[src/rtl/mem_arbiter.sv]
// Byte-serial RAM port arbiter shared by instruction fetch and the MEM stage.
// Define MEM_ARB_ROUND_ROBIN_EN to alternate ownership when both ports request together.
module mem_arbiter #(
  parameter int ADDR_W  = 32,
  parameter int RAM_LAT = 1
) (
  input  logic              clk,
  input  logic              rst,
  input  logic              if_req,
  input  logic [ADDR_W-1:0] if_addr,
  output logic              if_done,
  output logic [31:0]       if_data,
  input  logic              d_req,
  input  logic              d_we,
  input  logic [1:0]        d_len,
  input  logic [ADDR_W-1:0] d_addr,
  input  logic [31:0]       d_wdata,
  output logic              d_done,
  output logic [31:0]       d_rdata,
  output logic [ADDR_W-1:0] ram_addr,
  output logic              ram_wr,
  output logic [7:0]        ram_dout,
  input  logic [7:0]        ram_din,
  output logic              busy
);

  typedef enum logic [1:0] {IDLE, READ, WRITE} state_t;

  localparam logic [2:0] LAT = 3'(RAM_LAT);

  state_t            r_state, w_state_next;
  logic [2:0]        r_cnt, w_cnt_next;
  logic [2:0]        r_len, w_len_next;
  logic [ADDR_W-1:0] r_base, w_base_next;
  logic [31:0]       r_wdata, w_wdata_next;
  logic              r_owner_d, w_owner_d_next;
  logic [31:0]       r_asm, w_asm_next;
  logic [31:0]       r_if_data, w_if_data_next;
  logic [31:0]       r_d_rdata, w_d_rdata_next;
  logic              r_if_done, w_if_done_next;
  logic              r_d_done, w_d_done_next;

  logic              w_grant_d, w_grant_if;
  logic [2:0]        w_d_nbytes;
  logic [1:0]        w_cap_idx;
  logic [ADDR_W-1:0] w_cur_addr;

`ifdef MEM_ARB_ROUND_ROBIN_EN
  // 1 = data port owned the most recent transaction
  logic r_last_d;

  always_ff @(posedge clk) begin
    if (rst)
      r_last_d <= 1'b0;
    else if (r_state == IDLE && (d_req || if_req))
      r_last_d <= w_grant_d;
  end

  assign w_grant_d = d_req && (!if_req || !r_last_d);
`else
  assign w_grant_d = d_req;
`endif
  assign w_grant_if = if_req && !w_grant_d;

  assign w_d_nbytes = (d_len == 2'd0) ? 3'd1 : (d_len == 2'd1) ? 3'd2 : 3'd4;
  assign w_cap_idx  = 2'(r_cnt - LAT);
  assign w_cur_addr = r_base + ADDR_W'(r_cnt);

  assign busy    = (r_state != IDLE);
  assign if_done = r_if_done;
  assign d_done  = r_d_done;
  assign if_data = r_if_data;
  assign d_rdata = r_d_rdata;

  always_ff @(posedge clk) begin
    if (rst)
      r_state <= IDLE;
    else
      r_state <= w_state_next;
  end

  always_comb begin
    w_state_next   = r_state;
    w_cnt_next     = r_cnt;
    w_len_next     = r_len;
    w_base_next    = r_base;
    w_wdata_next   = r_wdata;
    w_owner_d_next = r_owner_d;
    w_asm_next     = r_asm;
    w_if_data_next = r_if_data;
    w_d_rdata_next = r_d_rdata;
    w_if_done_next = 1'b0;
    w_d_done_next  = 1'b0;
    ram_addr       = '0;
    ram_wr         = 1'b0;
    ram_dout       = 8'h00;
    case (r_state)
      IDLE: begin
        if (w_grant_d || w_grant_if) begin
          w_cnt_next     = 3'd0;
          w_asm_next     = 32'h0;
          w_owner_d_next = w_grant_d;
          if (w_grant_d) begin
            w_base_next  = d_addr;
            w_len_next   = w_d_nbytes;
            w_wdata_next = d_wdata;
            w_state_next = d_we ? WRITE : READ;
          end else begin
            w_base_next  = if_addr;
            w_len_next   = 3'd4;
            w_state_next = READ;
          end
        end
      end
      READ: begin
        w_cnt_next = r_cnt + 3'd1;
        if (r_cnt < r_len)
          ram_addr = w_cur_addr;
        // RAM data lags the address by LAT cycles
        if (r_cnt >= LAT)
          w_asm_next[{w_cap_idx, 3'b000} +: 8] = ram_din;
        if (r_cnt == r_len) begin
          w_state_next = IDLE;
          if (r_owner_d) begin
            w_d_rdata_next = w_asm_next;
            w_d_done_next  = 1'b1;
          end else begin
            w_if_data_next = w_asm_next;
            w_if_done_next = 1'b1;
          end
        end
      end
      WRITE: begin
        w_cnt_next = r_cnt + 3'd1;
        ram_addr   = w_cur_addr;
        ram_wr     = 1'b1;
        ram_dout   = r_wdata[{r_cnt[1:0], 3'b000} +: 8];
        if (r_cnt == r_len - 3'd1) begin
          w_state_next  = IDLE;
          w_d_done_next = 1'b1;
        end
      end
      default: w_state_next = IDLE;
    endcase
  end

  always_ff @(posedge clk) begin
    if (rst) begin
      r_cnt     <= 3'd0;
      r_len     <= 3'd0;
      r_base    <= '0;
      r_wdata   <= 32'h0;
      r_owner_d <= 1'b0;
      r_asm     <= 32'h0;
      r_if_data <= 32'h0;
      r_d_rdata <= 32'h0;
      r_if_done <= 1'b0;
      r_d_done  <= 1'b0;
    end else begin
      r_cnt     <= w_cnt_next;
      r_len     <= w_len_next;
      r_base    <= w_base_next;
      r_wdata   <= w_wdata_next;
      r_owner_d <= w_owner_d_next;
      r_asm     <= w_asm_next;
      r_if_data <= w_if_data_next;
      r_d_rdata <= w_d_rdata_next;
      r_if_done <= w_if_done_next;
      r_d_done  <= w_d_done_next;
    end
  end

endmodule

[config.mk]
export PLATFORM = sky130hd
export DESIGN_NAME = mem_arbiter
export DESIGN_NICKNAME = d
export VERILOG_FILES = /design/src/rtl/mem_arbiter.sv
export SDC_FILE = /design/constraint.sdc
export NUM_CORES = 1
export LEC_CHECK = 0
export ABC_AREA = 1
export CAP_MARGIN = 20
export CORE_UTILIZATION = 45
export CTS_CLUSTER_DIAMETER = 120
export CTS_CLUSTER_SIZE = 20
export DETAILED_ROUTE_END_ITERATION = 12
export PLACE_DENSITY = 0.74
export SLEW_MARGIN = 40
export SYNTH_ARGS = -nofsm -noshare
export SYNTH_HDL_FRONTEND = slang
export SYNTH_SLANG_ARGS = --single-unit
[constraint.sdc]
create_clock -name clk -period 4.9 [get_ports clk]
set_input_delay 0.735 -clock clk [delete_from_list [all_inputs] [get_ports clk]]
set_output_delay 0.735 -clock clk [all_outputs]
set_load 0.05 [all_outputs]
### Yosys cells after proc, flatten, opt, wreduce, memory -nomap -nowiden

Cells that the tools add are included.
W data, S select, Z words.

* input port bits: 111
* logic and storage cells: 74
* flip-flop bits (word level): 171

* muxes and demuxes: 25
* bitwise logic cells: 3
* reductions and logical operators: 17
* $add $sub $neg: 5
* shifts and indexed selects: 3
* equal/unequal tests: 8
* $lt $le $gt $ge: 2

Operators with widths (number)
* $mux W32: 4
* $pmux W32 S2: 2
* $add A32 B3 Y32: 1
* $bwmux W32: 1
* $shift A8 B7 Y32 const A: 1
* $shiftx A32 B6 Y8: 1
* $shiftx A8 B7 Y32: 1
* $mux W3: 4
* $reduce_and A3 Y1: 4
* $mux W2: 5
* $mux W8: 1
* $neg A5 Y7: 1
* $eq A3 B3 Y1: 2
* $ne A2 B2 Y1 const B: 3
* $pmux W2 S3: 1
* $pmux W3 S2: 1
* $reduce_and A2 Y1: 3
* $reduce_bool A2 Y1: 3
* $mux W1: 5
* $eq A2 B1 Y1 const B: 2
* $logic_not A2 Y1: 2
* $add A3 B1 Y3 const B: 1
* $ge A3 B1 Y1 const B: 1
* $lt A3 B3 Y1: 1
* other kinds (10): 12

### Longest topological paths before layout

Gate-level depths: netlist (run 1).

* word-level depth: 6
* mapped depth: 12

### Worst setup path after synthesis (run 1)

No wires, ideal clock.

* path kind: register to output
* start point: reg r_cnt[0]
* end point: out ram_addr[4]
* data required time: 4.165 ns
* cell stages (with the launch flop): 10
* setup slack: 1.410 ns
* arrival: 2.755 ns
* path through: dfxtp_1 -> inv_2 -> buf_2 -> clkbuf_1 -> ha_1 -> nand3b_1 -> nand3_1 -> nand2_1 -> nand2_1 -> a211oi_1

* longest elaborated chain between the ends: 3
* elaborated cells between the ends (all ways): 4

RTL lines
* start: declaration: RTL line 32 `logic [2:0] r_cnt, w_cnt_next;`
* start signal: assignment: RTL line 160 `r_cnt <= w_cnt_next;`
* $add A32 B3 Y32 or $lt A3 B3 Y1 (tied branches): RTL line 67, 117
* $mux W32: RTL line 117 `if (r_cnt < r_len)`
* $pmux W32 S2 (*): RTL line 97 `case (r_state)`
* end: declaration: RTL line 20 `output logic [ADDR_W-1:0] ram_addr,`

Mark *: on every way between the ends. The rest lies on a longest branch, timed or not.

### Worst setup path in the final report (run 1)

* start point: reg r_cnt[1]
* end point: out ram_addr[10]

Same word-level chain as after synthesis.

==> metrics.md, run 1 <==
| Metric | Value |
|---|---|
| Final hold vios | 0 |
| Final setup fails | 0 |
| IR drop worst, VDD | approximately 0.37 mV |
| Unique masters post-synth | 36 |
| Cts repair resizes | 0 |
| RR Startpoint | r_cnt[1] |
| CP max stage delay | 0.82 ns |
| Capturing point of the worst reg2reg path | r_asm[29] |
| Synth Instances | approximately 1300 |
| Largest net degree at the start of global routing | 80 |
| DP Cell Count | about 1800 |
| Critical Path Most Common Cell | buf_4 |
| Multi-input gate area | 0.00449 sq mm |
| Ranking of synthesized cells by area | dfxtp_1, nand2_1, nor2_1, o21ai_0, inv_1 |
| Max clock buf depth | 2 |
| Worst path arrival time | 3.31 ns |
| Vias in the first global route | 8519 |
| Starting Density | between 40% and 50% |
| Post-synth top flop | dfxtp_1 |
| Sequence of cells on the critical path | buf_4, ha_1, nand3b_1, nand3_1, a21oi_4, buf_4, nand2_1, a21oi_1, clkdlybuf4s50_1 |
| CTS tree | done |
| Post-synth top area cell | dfxtp_1 |
| H-tree depth | 4 |
| DRC | 0 |
| Worst Path Buf+Inv | 3 |
| Delay-heaviest family, CP | buffers and inverters |
| Top Ports | about 220 |
| Hold Path Class | reg -> reg |
| Post-detail-place hpwl | ~19000 um |
| Rows | 50 |
| Hold_buf cts | 0 |
| Die width | between 100 and 150 um |
| Via total after detailed routing | 9213 |
| Asr flop ratio synth | 0% |
| WP data required | roughly 4.2 ns |
| Final Power | between 0.005 and 0.006 W |
| Crit Path Class | reg -> out |
| P&R area growth vs syn | 32.7% |
| Initial antenna violation count | 0 |
| Sequential share of the synthesized area | between 30% and 40% |
| Number of diodes | 0 |
| Power per cell area | ~500 mW/mm^2 |
| Final Wtd Congestion | about 0.99 |
| Critical Path Start | r_cnt[1] |
| Fin nets | 1639 |
| Syn nets | between 1000 and 1500 |
| Num Clock Sinks | approximately 170 |
| Gr ovfl total | 0 |
| Chip height | 141 um |
| Post-synth EDFFs | 0 |
| IO Port Bufs | approximately 220 |
| Tmin final | between 4 and 5 ns |
| Reg2reg setup slack | 2.07 ns |
| FF+latch area | approximately 0.0034 sq mm |
| Synth Area per Inst | 6.52 sq um |
| R2R depth | 8 |
| Die Area | approximately 0.02 sq mm |
| Worst Tran Pin Value | between 0.7 and 0.8 ns |
| Filler cells | 1798 |
| CP Launch Type | register |
| GRT Util Overall | between 20% and 30% |
| Via/cell ratio | roughly 5.2 |
| Initial DRC count | around 600 |
| WL/cell | 15.1 um |
| Unrepaired setup endpoints after global routing | false |
| Ys Warns | 0 |
| Final WL | ~27000 um |
| End of the critical path | ram_addr[10] |
| Router iterations before antenna repair | 5 |
| Clock skew | approximately 0.015 ns |
| Status | finished clean |
| Yosys reg bits | ~170 |
| Worst-Skew Late Latency | approximately 0.44 ns |
| P_leak | around 4.7 nW |
| Share of cells above drive strength 1 | around 4.9% |
| Post-synth top area share | 39.3% |
| Fmax | 247 MHz |
| Netlist Area Pre-Place | between 0.008 and 0.009 sq mm |
| CTS Buf Count | 17 |
| Maximum fanout along the worst path | 19 |
| Setup_tns | 0 ns |
| First-pass GRT wire length | around 43000 um |
| Root Buffer | clkbuf_16 |
| Crit path depth | 9 |
| Slew HR | between 50% and 60% |
| Slowest cell on crit path | clkdlybuf4s50_1 |
| CORE AREA | 0.0188 sq mm |
| Crit end category | output pin |
| Post-CTS setup buffers | 0 |
| Worst-path clk slew | around 0.08 ns |
| Maximum capacitance violations | 0 |
| Antenna Nets Post-Route | 0 |
| Layout Cells excl Fill | ~1800 |
| Max-slew violations | 0 |
| Tcrit/Tclk final | between 80 and 90% |
layer usage:
| layer | vias up | wire length, um | part of all wire (%) | track usage (%) |
|---|---|---|---|---|
| li1 | 4658 | - | - | - |
| met1 | 4186 | 11700 | 43 | 34.5 |
| met2 | 340 | 12900 | 48 | 46.7 |
| met3 | 29 | 2060 | 7.7 | 6.15 |
| met4 | 0 | 346 | 1.3 | 7.21 |
| met5 | - | 0 | 0 | 0 |
synthesized netlist by cell type (7+ instances only):
library cell  instances
o22ai_1               8
o21ai_0             130
ha_1                 16
buf_2                31
nand3_1              67
clkbuf_1             36
dfxtp_1             171
a31oi_1              34
inv_2                 7
nor3_1               11
o21ai_1              23
nor2_1              243
nand2_1             308
o21a_1                9
a21oi_1              70
inv_1               117
nand4_1              12
worst reg2reg max path, cell delays in order, from the launching register on:
cell,delay [ns]
dfxtp_1,0.31
buf_4,0.26
clkinv_1,0.41
ha_1,0.60
nor2_2,0.50
nand3_1,0.16
o21ai_1,0.31
nand2_1,0.09
a21oi_1,0.12
where the power goes:
part | internal [W] | switching [W] | total, W
sequential | 0.00168 | 0.000239 | 0.00192
clock | 0.000685 | 0.000642 | 0.00133
combinational | 0.000755 | 0.00169 | 0.00244
cell type report:
cell class,instances,area share (%)
Multi-Input combinational cell,964,38.9
Inverter,125,4.06
Sequential cell,171,29.6
Tap cell,260,2.82
Clock inverter,13,1.07
Clock buffer,18,3.80
Timing Repair Buffer,232,19.8
logic make-up after synthesis:
| kind of cell | Yosys count | synth area share, % |
|---|---|---|
| xor gates and xnor gates | 3 | 0.302 |
| and+or+nand+nor | 653 | 30.2 |
| AOI/OAI and AO/OA | 291 | 18.3 |
| DFF | 171 | 39.3 |
| adders and majority gates | 17 | 2.53 |
| buffers and inverters | 200 | 9.37 |
state kept, by name, indices dropped and copies added, names as in the netlist:
signal	cells
d_done	1
if_data	32
r_owner_d	1
r_asm	32
r_base	32
r_cnt	3
d_rdata	32
r_len	3
r_wdata	32
r_state	2
if_done	1
through the flow:
stage	setup WS, ns	util, %	instance area (sq um)	hold slack (ns)
floorplan	1.41	-	8710	0.444
global route	0.703	61.3	11600	0.481
global placement	1.22	58.3	11000	0.451
finish	0.859	61.3	11600	0.466
CTS	0.651	61.3	11500	0.467
detailed placement	1.12	58.3	11000	0.456
worst min path at each step:
stage,from,endpoint,slack (ns),cells after the start
after floorplan,r_asm[0],r_asm[0],0.44,2
after global placement,r_asm[12],r_asm[12],0.45,2
after detailed placement,r_asm[11],r_asm[11],0.46,2
after CTS,r_asm[11],r_asm[11],0.47,2
after global routing,r_asm[11],r_asm[11],0.48,2
final,r_asm[9],r_asm[9],0.47,2
placed cells by master (no fill, tap or decap), types with 9 or more instances in the layout:
| master | n |
|---|---|
| a31oi_1 | 34 |
| o21ai_1 | 23 |
| a21oi_1 | 69 |
| ha_1 | 16 |
| buf_4 | 14 |
| clkdlybuf4s50_1 | 217 |
| o21a_1 | 9 |
| nor2_1 | 242 |
| nand4_1 | 12 |
| o21ai_0 | 130 |
| inv_2 | 9 |
| nand2_1 | 308 |
| inv_1 | 115 |
| nand3_1 | 67 |
| nor3_1 | 11 |
| dfxtp_1 | 171 |
| clkbuf_16 | 17 |
Note: power is estimated with default switching activity, not from simulation.
==> inputs of run 2 (changes only) <==
==> constraint.sdc (replaced) <==
create_clock -name clk -period 4.2 [get_ports clk]
set_input_delay 0.63 -clock clk [delete_from_list [all_inputs] [get_ports clk]]
set_output_delay 0.63 -clock clk [all_outputs]
set_load 0.05 [all_outputs]
==> run 2 against run 1 <==
Compared with the run above: setup slack better by 0.036 ns; critical path type unchanged; register-to-register slack worse by 0.60 ns; die area unchanged; flip-flop and latch count unchanged; power up 19%; hold slack worse by 0.0014 ns; combinational power up 20%; critical path depth down 3.
==> metrics.md, run 2 (synthesis results as in run 1) <==
| Metric | Value |
|---|---|
| Status | finished clean |
| Die Area | 0.0199 sq mm (unchanged) |
| DP Cell Count | 1753 (+0.057%) |
| Clock Power Share | 23.6% (+0.3 points) |
| CTS tree | done |
| Post-CTS setup buffers | 0 (unchanged) |
| Via/cell ratio | 5.16 (-0.16%) |
| WHS Endpoint | r_asm[31] |
| Fin nets | 1641 (+0.12%) |
| Initial DRC count | 655 (+6.9%) |
| Tcrit/Tclk final | between 70% and 80% |
| Final Power | 0.00677 W (+19%) |
| Sw Ratio | 44.1% (-1.1 points) |
| Rows | 50 (unchanged) |
| Layout Cells excl Fill | 1784 (+0.056%) |
| IR drop worst, VDD | 0.444 mV (+20%) |
| IO Port Bufs | 218 (unchanged) |
| RR Startpoint | r_cnt[1] |
| Setup_tns | 0 ns (unchanged) |
| WHS Path Cells | 2 (unchanged) |
| Final WL | 26900 um (-0.32%) |
| Gr ovfl total | 0 (unchanged) |
| Unrepaired setup endpoints after global routing | false |
| Crit Path Class | reg -> out |
| Cts repair resizes | 0 (unchanged) |
| Starting Density | 46.2% (unchanged) |
| Worst-path clk slew | 0.07 ns (about the same) |
| Post-detail-place hpwl | 18900 um (+0.73%) |
| Clock skew | 0.0118 ns (-0.00327 ns) |
| WL/cell | 15.1 um (-0.37%) |
| Max clock buf depth | 2 (unchanged) |
| Via total after detailed routing | 9203 (-0.11%) |
| Largest net degree at the start of global routing | 88 (+10%) |
| First-pass GRT wire length | 42400 um (-1.4%) |
| Chip height | 141 um (unchanged) |
| P_leak | 4.80 nW (+3.1%) |
| Hold_sp | r_asm[31] |
| Hold Path Class | reg -> reg |
| P&R area growth vs syn | 35.0% |
| Maximum capacitance violations | 0 (unchanged) |
| CP Launch Type | register |
| Initial antenna violation count | 0 (unchanged) |
| Tmin final | 3.30 ns |
| DRC | 0 (unchanged) |
| Share of cells above drive strength 1 | 7.09% (+2.2 points) |
| Worst-Skew Late Latency | 0.44 ns (about the same) |
| Most frequent cells in the layout | nand2_1, nor2_1, clkdlybuf4s50_1 |
| GRT Util Overall | 26.8% (-0.48 points) |
| H-tree depth | 4 (unchanged) |
| Num Clock Sinks | 171 (unchanged) |
| Gate power share | 43.2% (+0.2 points) |
| Crit end category | output pin |
| Capturing point of the worst reg2reg path | if_data[17] |
| Root Buffer | clkbuf_16 |
| Die width | 141 um (unchanged) |
| Commonest non-fill, non-tap cell in the layout | nand2_1 |
| Worst Tran Pin Value | 0.632 ns (-0.106 ns) |
| Reg2reg setup slack | 1.47 ns (-0.60 ns) |
| WP data required | 3.57 ns (-0.59 ns) |
| Final setup fails | 0 (unchanged) |
| Int Pwr | 0.00378 W (+21%) |
| Fmax | between 300 and 400 MHz |
| Post-Route Utilization | 62.4% (+1.1 points) |
| R2R depth | 8 (unchanged) |
| Final hold vios | 0 (unchanged) |
| Psw | 0.00298 W (+16%) |
| Antenna Nets Post-Route | 0 (unchanged) |
| CORE AREA | 0.0188 sq mm (unchanged) |
| Maximum fanout along the worst path | 18 (-1) |
| Max-slew violations | 0 (unchanged) |
| Reg power frac | 33.2% (-0.5 points) |
| CTS Buf Count | 17 (unchanged) |
| Number of diodes | 0 (unchanged) |
| Final Wtd Congestion | 0.930 (-6.2%) |
| Worst path arrival time | 2.67 ns (-0.64 ns) |
| Top Ports | 219 (unchanged) |
| Power per cell area | 576 mW/mm^2 (+17%) |
| Router iterations before antenna repair | 9 (+4) |
| Hold_buf cts | 0 (unchanged) |
| Slew HR | 57.8% (+7.1 points) |
| Vias in the first global route | 8305 (-2.5%) |
[run 2: cell types whose count changed in the layout (fill, tap and decap cells not counted), sizes merged]
cell	change
inv	-1
buf	+34
bufinv	+2
clkbuf	-1
clkdlybuf4s50	-32
clkinv	+1
clkinvlp	-2
[run 2: worst max-delay path by stage]
| stage | start | slack, ns | endpoint | cells past startpoint |
|---|---|---|---|---|
| 4_1_cts | r_cnt[2] | 0.79 | ram_addr[26] | 8 |
| 3_5_place_dp | r_cnt[2] | 1.26 | ram_addr[26] | 8 |
| 5_1_grt | r_cnt[1] | 0.76 | ram_dout[7] | 6 |
| 2_1_floorplan | r_cnt[0] | 0.81 | ram_addr[4] | 9 |
| 3_3_place_gp | r_cnt[2] | 1.30 | ram_addr[26] | 8 |
| 6_report | r_cnt[1] | 0.90 | ram_dout[7] | 6 |
[run 2: worst max-delay path: stages (launching register included)]
cell and delay, ns:
dfxtp_1 0.34, buf_4 0.27, clkinv_1 0.35, nor2_1 0.21, o21ai_0 0.10, a21oi_1 0.13, clkdlybuf4s50_1 0.83
[run 2: through the flow]
step                      setup slack (ns)  area (sq um)  hold slack, ns
after detailed placement              1.26         11100           0.456
after global routing                 0.758         11800           0.480
after floorplan                      0.815          8710           0.444
after CTS                            0.791         11700           0.465
final                                0.895         11800           0.464
after global placement                1.30         11100           0.451
[run 2: area by class of cell]
class	count	area (sq um)
Fill cell	1726	7080
Multi-Input combinational cell	964	4490
Sequential cell	171	3420
Timing Repair Buffer	234	2460
Inverter	125	469
Clock buffer	17	425
Tap cell	260	325
Clock inverter	13	158
[run 2: metal layers]
layer,vias up,share of wire [%],track usage (%)
li1,4657,-,-
met1,4200,43,34.3
met2,314,48,45.1
met3,32,7.3,5.88
met4,0,1.7,7.95
met5,-,0,0
[run 2: power by group through the flow]
stage | Sequential, W | Clock (W) | Combinational, W
final | 0.00225 | 0.00160 | 0.00292
after floorplan | 0.00254 | 0 | 0.00167
after CTS | 0.00224 | 0.00162 | 0.00288
after detailed placement | 0.00227 | 0 | 0.00286
after global placement | 0.00226 | 0 | 0.00285
after global routing | 0.00228 | 0.00169 | 0.00318
==> inputs of run 3 (changes only) <==
==> constraint.sdc (replaced) <==
create_clock -name clk -period 3.25 [get_ports clk]
set_input_delay 0.4875 -clock clk [delete_from_list [all_inputs] [get_ports clk]]
set_output_delay 0.4875 -clock clk [all_outputs]
set_load 0.05 [all_outputs]
==> run 3 against run 2 <==
Compared with the run above: critical path depth up 3; global-route usage grew 0.058 points; die area unchanged; critical endpoint is now ram_addr[13]; routed wire length fell by 0.40%; via count increased by 0.26%; power increased by 28%; highest routed layer unchanged; hold slack improved by 0.00082 ns; cell area is 0.32% higher; largest power group unchanged; setup slack got worse by 0.70 ns; largest cell class unchanged; non-clock buffer count up 1; clock power rose by 26%; sequential share of layout area down 0.093 points.
==> metrics.md, run 3 (synthesis results as in run 1) <==
| Metric | Value |
|---|---|
| CTS tree | done |
| Num Clock Sinks | 171 (unchanged) |
| Post-CTS setup buffers | 0 (unchanged) |
| WHS Path Cells | 2 (unchanged) |
| CP Launch Type | register |
| Via total after detailed routing | 9227 (+0.26%) |
| FF+latch area | 0.00342 sq mm (unchanged) |
| Commonest non-fill, non-tap cell in the layout | nand2_1 |
| Slew HR | 60.1% (+2.4 points) |
| Tcrit/Tclk final | between 90% and 100% |
| CTS Buf Count | 17 (unchanged) |
| Critical Path Most Common Cell | buf_4 |
| Placed Area | 0.0112 sq mm (+0.52%) |
| R2R depth | 9 (+1) |
| Filler cells | 1760 (+2.0%) |
| Max clock buf depth | 2 (unchanged) |
| Final instance area | 0.0118 sq mm (+0.32%) |
| IO Port Bufs | 218 (unchanged) |
| P_leak | 4.83 nW (+0.57%) |
| Hold_sp | r_asm[26] |
| Fin nets | 1642 (+0.061%) |
| Setup_tns | 0 ns (unchanged) |
| CORE AREA | 0.0188 sq mm (unchanged) |
| IR drop worst, VDD | 0.437 mV (-1.6%) |
| Largest net degree at the start of global routing | 64 (-27%) |
| Number of diodes | 0 (unchanged) |
| Die width | 141 um (unchanged) |
| WL/cell | 15.0 um (-0.57%) |
| Fmax | around 330 MHz |
| Via/cell ratio | 5.16 (about the same) |
| Final setup fails | 0 (unchanged) |
| Antenna Nets Post-Route | 0 (unchanged) |
| Maximum capacitance violations | 0 (unchanged) |
| Multi-input gate area | 0.00448 sq mm (-0.17%) |
| Critical Path Start | r_cnt[1] |
| Crit path depth | 9 (+3) |
| Max-slew violations | 0 (unchanged) |
| First-pass GRT wire length | 42100 um (-0.63%) |
| CP max stage delay | 0.43 ns (-0.40 ns) |
| Router iterations before antenna repair | 7 (-2) |
| Most frequent cells in the layout | nand2_1, nor2_1, clkdlybuf4s50_1 |
| WHS Endpoint | r_asm[26] |
| Worst-path clk slew | 0.07 ns (about the same) |
| Unrepaired setup endpoints after global routing | false |
| Die Area | 0.0199 sq mm (unchanged) |
| GRT Util Overall | 26.9% (+0.058 points) |
| Hold_buf cts | 0 (unchanged) |
| Worst Path Buf+Inv | 3 (unchanged) |
| Crit Path Class | reg -> out |
| Final WL | 26800 um (-0.40%) |
| Starting Density | 46.2% (unchanged) |
| Worst Tran Pin Value | 0.598 ns (-0.0346 ns) |
| Reg2reg setup slack | 0.77 ns (-0.70 ns) |
| Initial antenna violation count | 0 (unchanged) |
| Delay-heaviest family, CP | buffers and inverters |
| Slowest cell on crit path | dfxtp_1 |
| Power per cell area | 735 mW/mm^2 (+28%) |
| Hold Path Class | reg -> reg |
| Share of cells above drive strength 1 | 7.79% (+0.71 points) |
| Tmin final | approximately 3.1 ns |
| Final Wtd Congestion | 0.935 (+0.56%) |
| Crit end category | output pin |
| Final hold vios | 0 (unchanged) |
| Post-detail-place hpwl | 18900 um (about the same) |
| Status | finished clean |
| DRC | 0 (unchanged) |
| P&R area growth vs syn | 35.4% |
| H-tree depth | 4 (unchanged) |
| WP data required | 2.76 ns (-0.81 ns) |
| Root Buffer | clkbuf_16 |
| Worst-Skew Late Latency | 0.44 ns (about the same) |
| Initial DRC count | 761 (+16%) |
| RR Startpoint | r_cnt[1] |
| Clock skew | 0.0106 ns (-0.00120 ns) |
| Gr ovfl total | 0 (unchanged) |
| Cts repair resizes | 0 (unchanged) |
| Vias in the first global route | 8278 (-0.33%) |
| Rows | 50 (unchanged) |
| Capturing point of the worst reg2reg path | r_asm[21] |
| Chip height | 141 um (unchanged) |
| Sequence of cells on the critical path | buf_4, ha_1, nand3b_1, nand3_1, a21oi_2, buf_4, o21ai_0, nor2_1, buf_12 |
| Maximum fanout along the worst path | 23 (+5) |
| Top Ports | 219 (unchanged) |
| Worst path arrival time | 2.57 ns (-0.10 ns) |
## run 3: cell count changes in the layout (fill, tap and decap cells not counted), sizes merged
| cell | delta |
|---|---|
| clkinvlp | +1 |
| bufinv | -2 |
| clkbuf | +1 |
| clkinv | +2 |
| buf | +9 |
| clkdlybuf4s50 | -8 |
## run 3: final cells by class
class	count	area share (%)
multi-input combinational	964	38.0
sequential	171	29.0
timing repair buffer	235	21.2
inverter	125	3.98
clock buffer	18	3.73
tap	260	2.76
clock inverter	14	1.24
## run 3: report_power, final
group          switching (W)  leakage, nW  internal, W
logic                0.00256         3.15      0.00120
clock network       0.000971        0.285      0.00105
registers           0.000358         1.40      0.00253
total                0.00389         4.83      0.00478
## run 3: worst min-delay path: stages (launching register included)
cell and delay [ns]:
dfxtp_1 0.31, nand2_1 0.06, a21oi_1 0.05
## run 3: worst max-delay path by stage
stage	end	slack, ns
2_1_floorplan	ram_addr[4]	0.007
3_3_place_gp	ram_addr[13]	0.67
3_5_place_dp	r_asm[21]	0.63
4_1_cts	ram_addr[13]	0.17
5_1_grt	ram_addr[13]	0.06
6_report	ram_addr[13]	0.19
## run 3: per-stage QoR
step                instances  utilization (%)  setup WS, ns  hold slack [ns]  total power (W)
floorplan                1335                -       0.00704            0.444          0.00544
CTS                      1787             62.6         0.172            0.465          0.00871
detailed placement       1755             59.5         0.629            0.455          0.00667
global route             1787             62.6        0.0590            0.483          0.00920
finish                   1787             62.6         0.192            0.465          0.00867
global placement         1755             59.5         0.673            0.451          0.00662
## run 3: routing by layer
| metal | GRT usage (%) | up-vias | share of wire [%] |
|---|---|---|---|
| li1 | - | 4665 | - |
| met1 | 33.5 | 4189 | 43 |
| met2 | 46.2 | 327 | 48 |
| met3 | 5.37 | 46 | 7.3 |
| met4 | 9.04 | 0 | 2.3 |
| met5 | 0 | - | 0 |
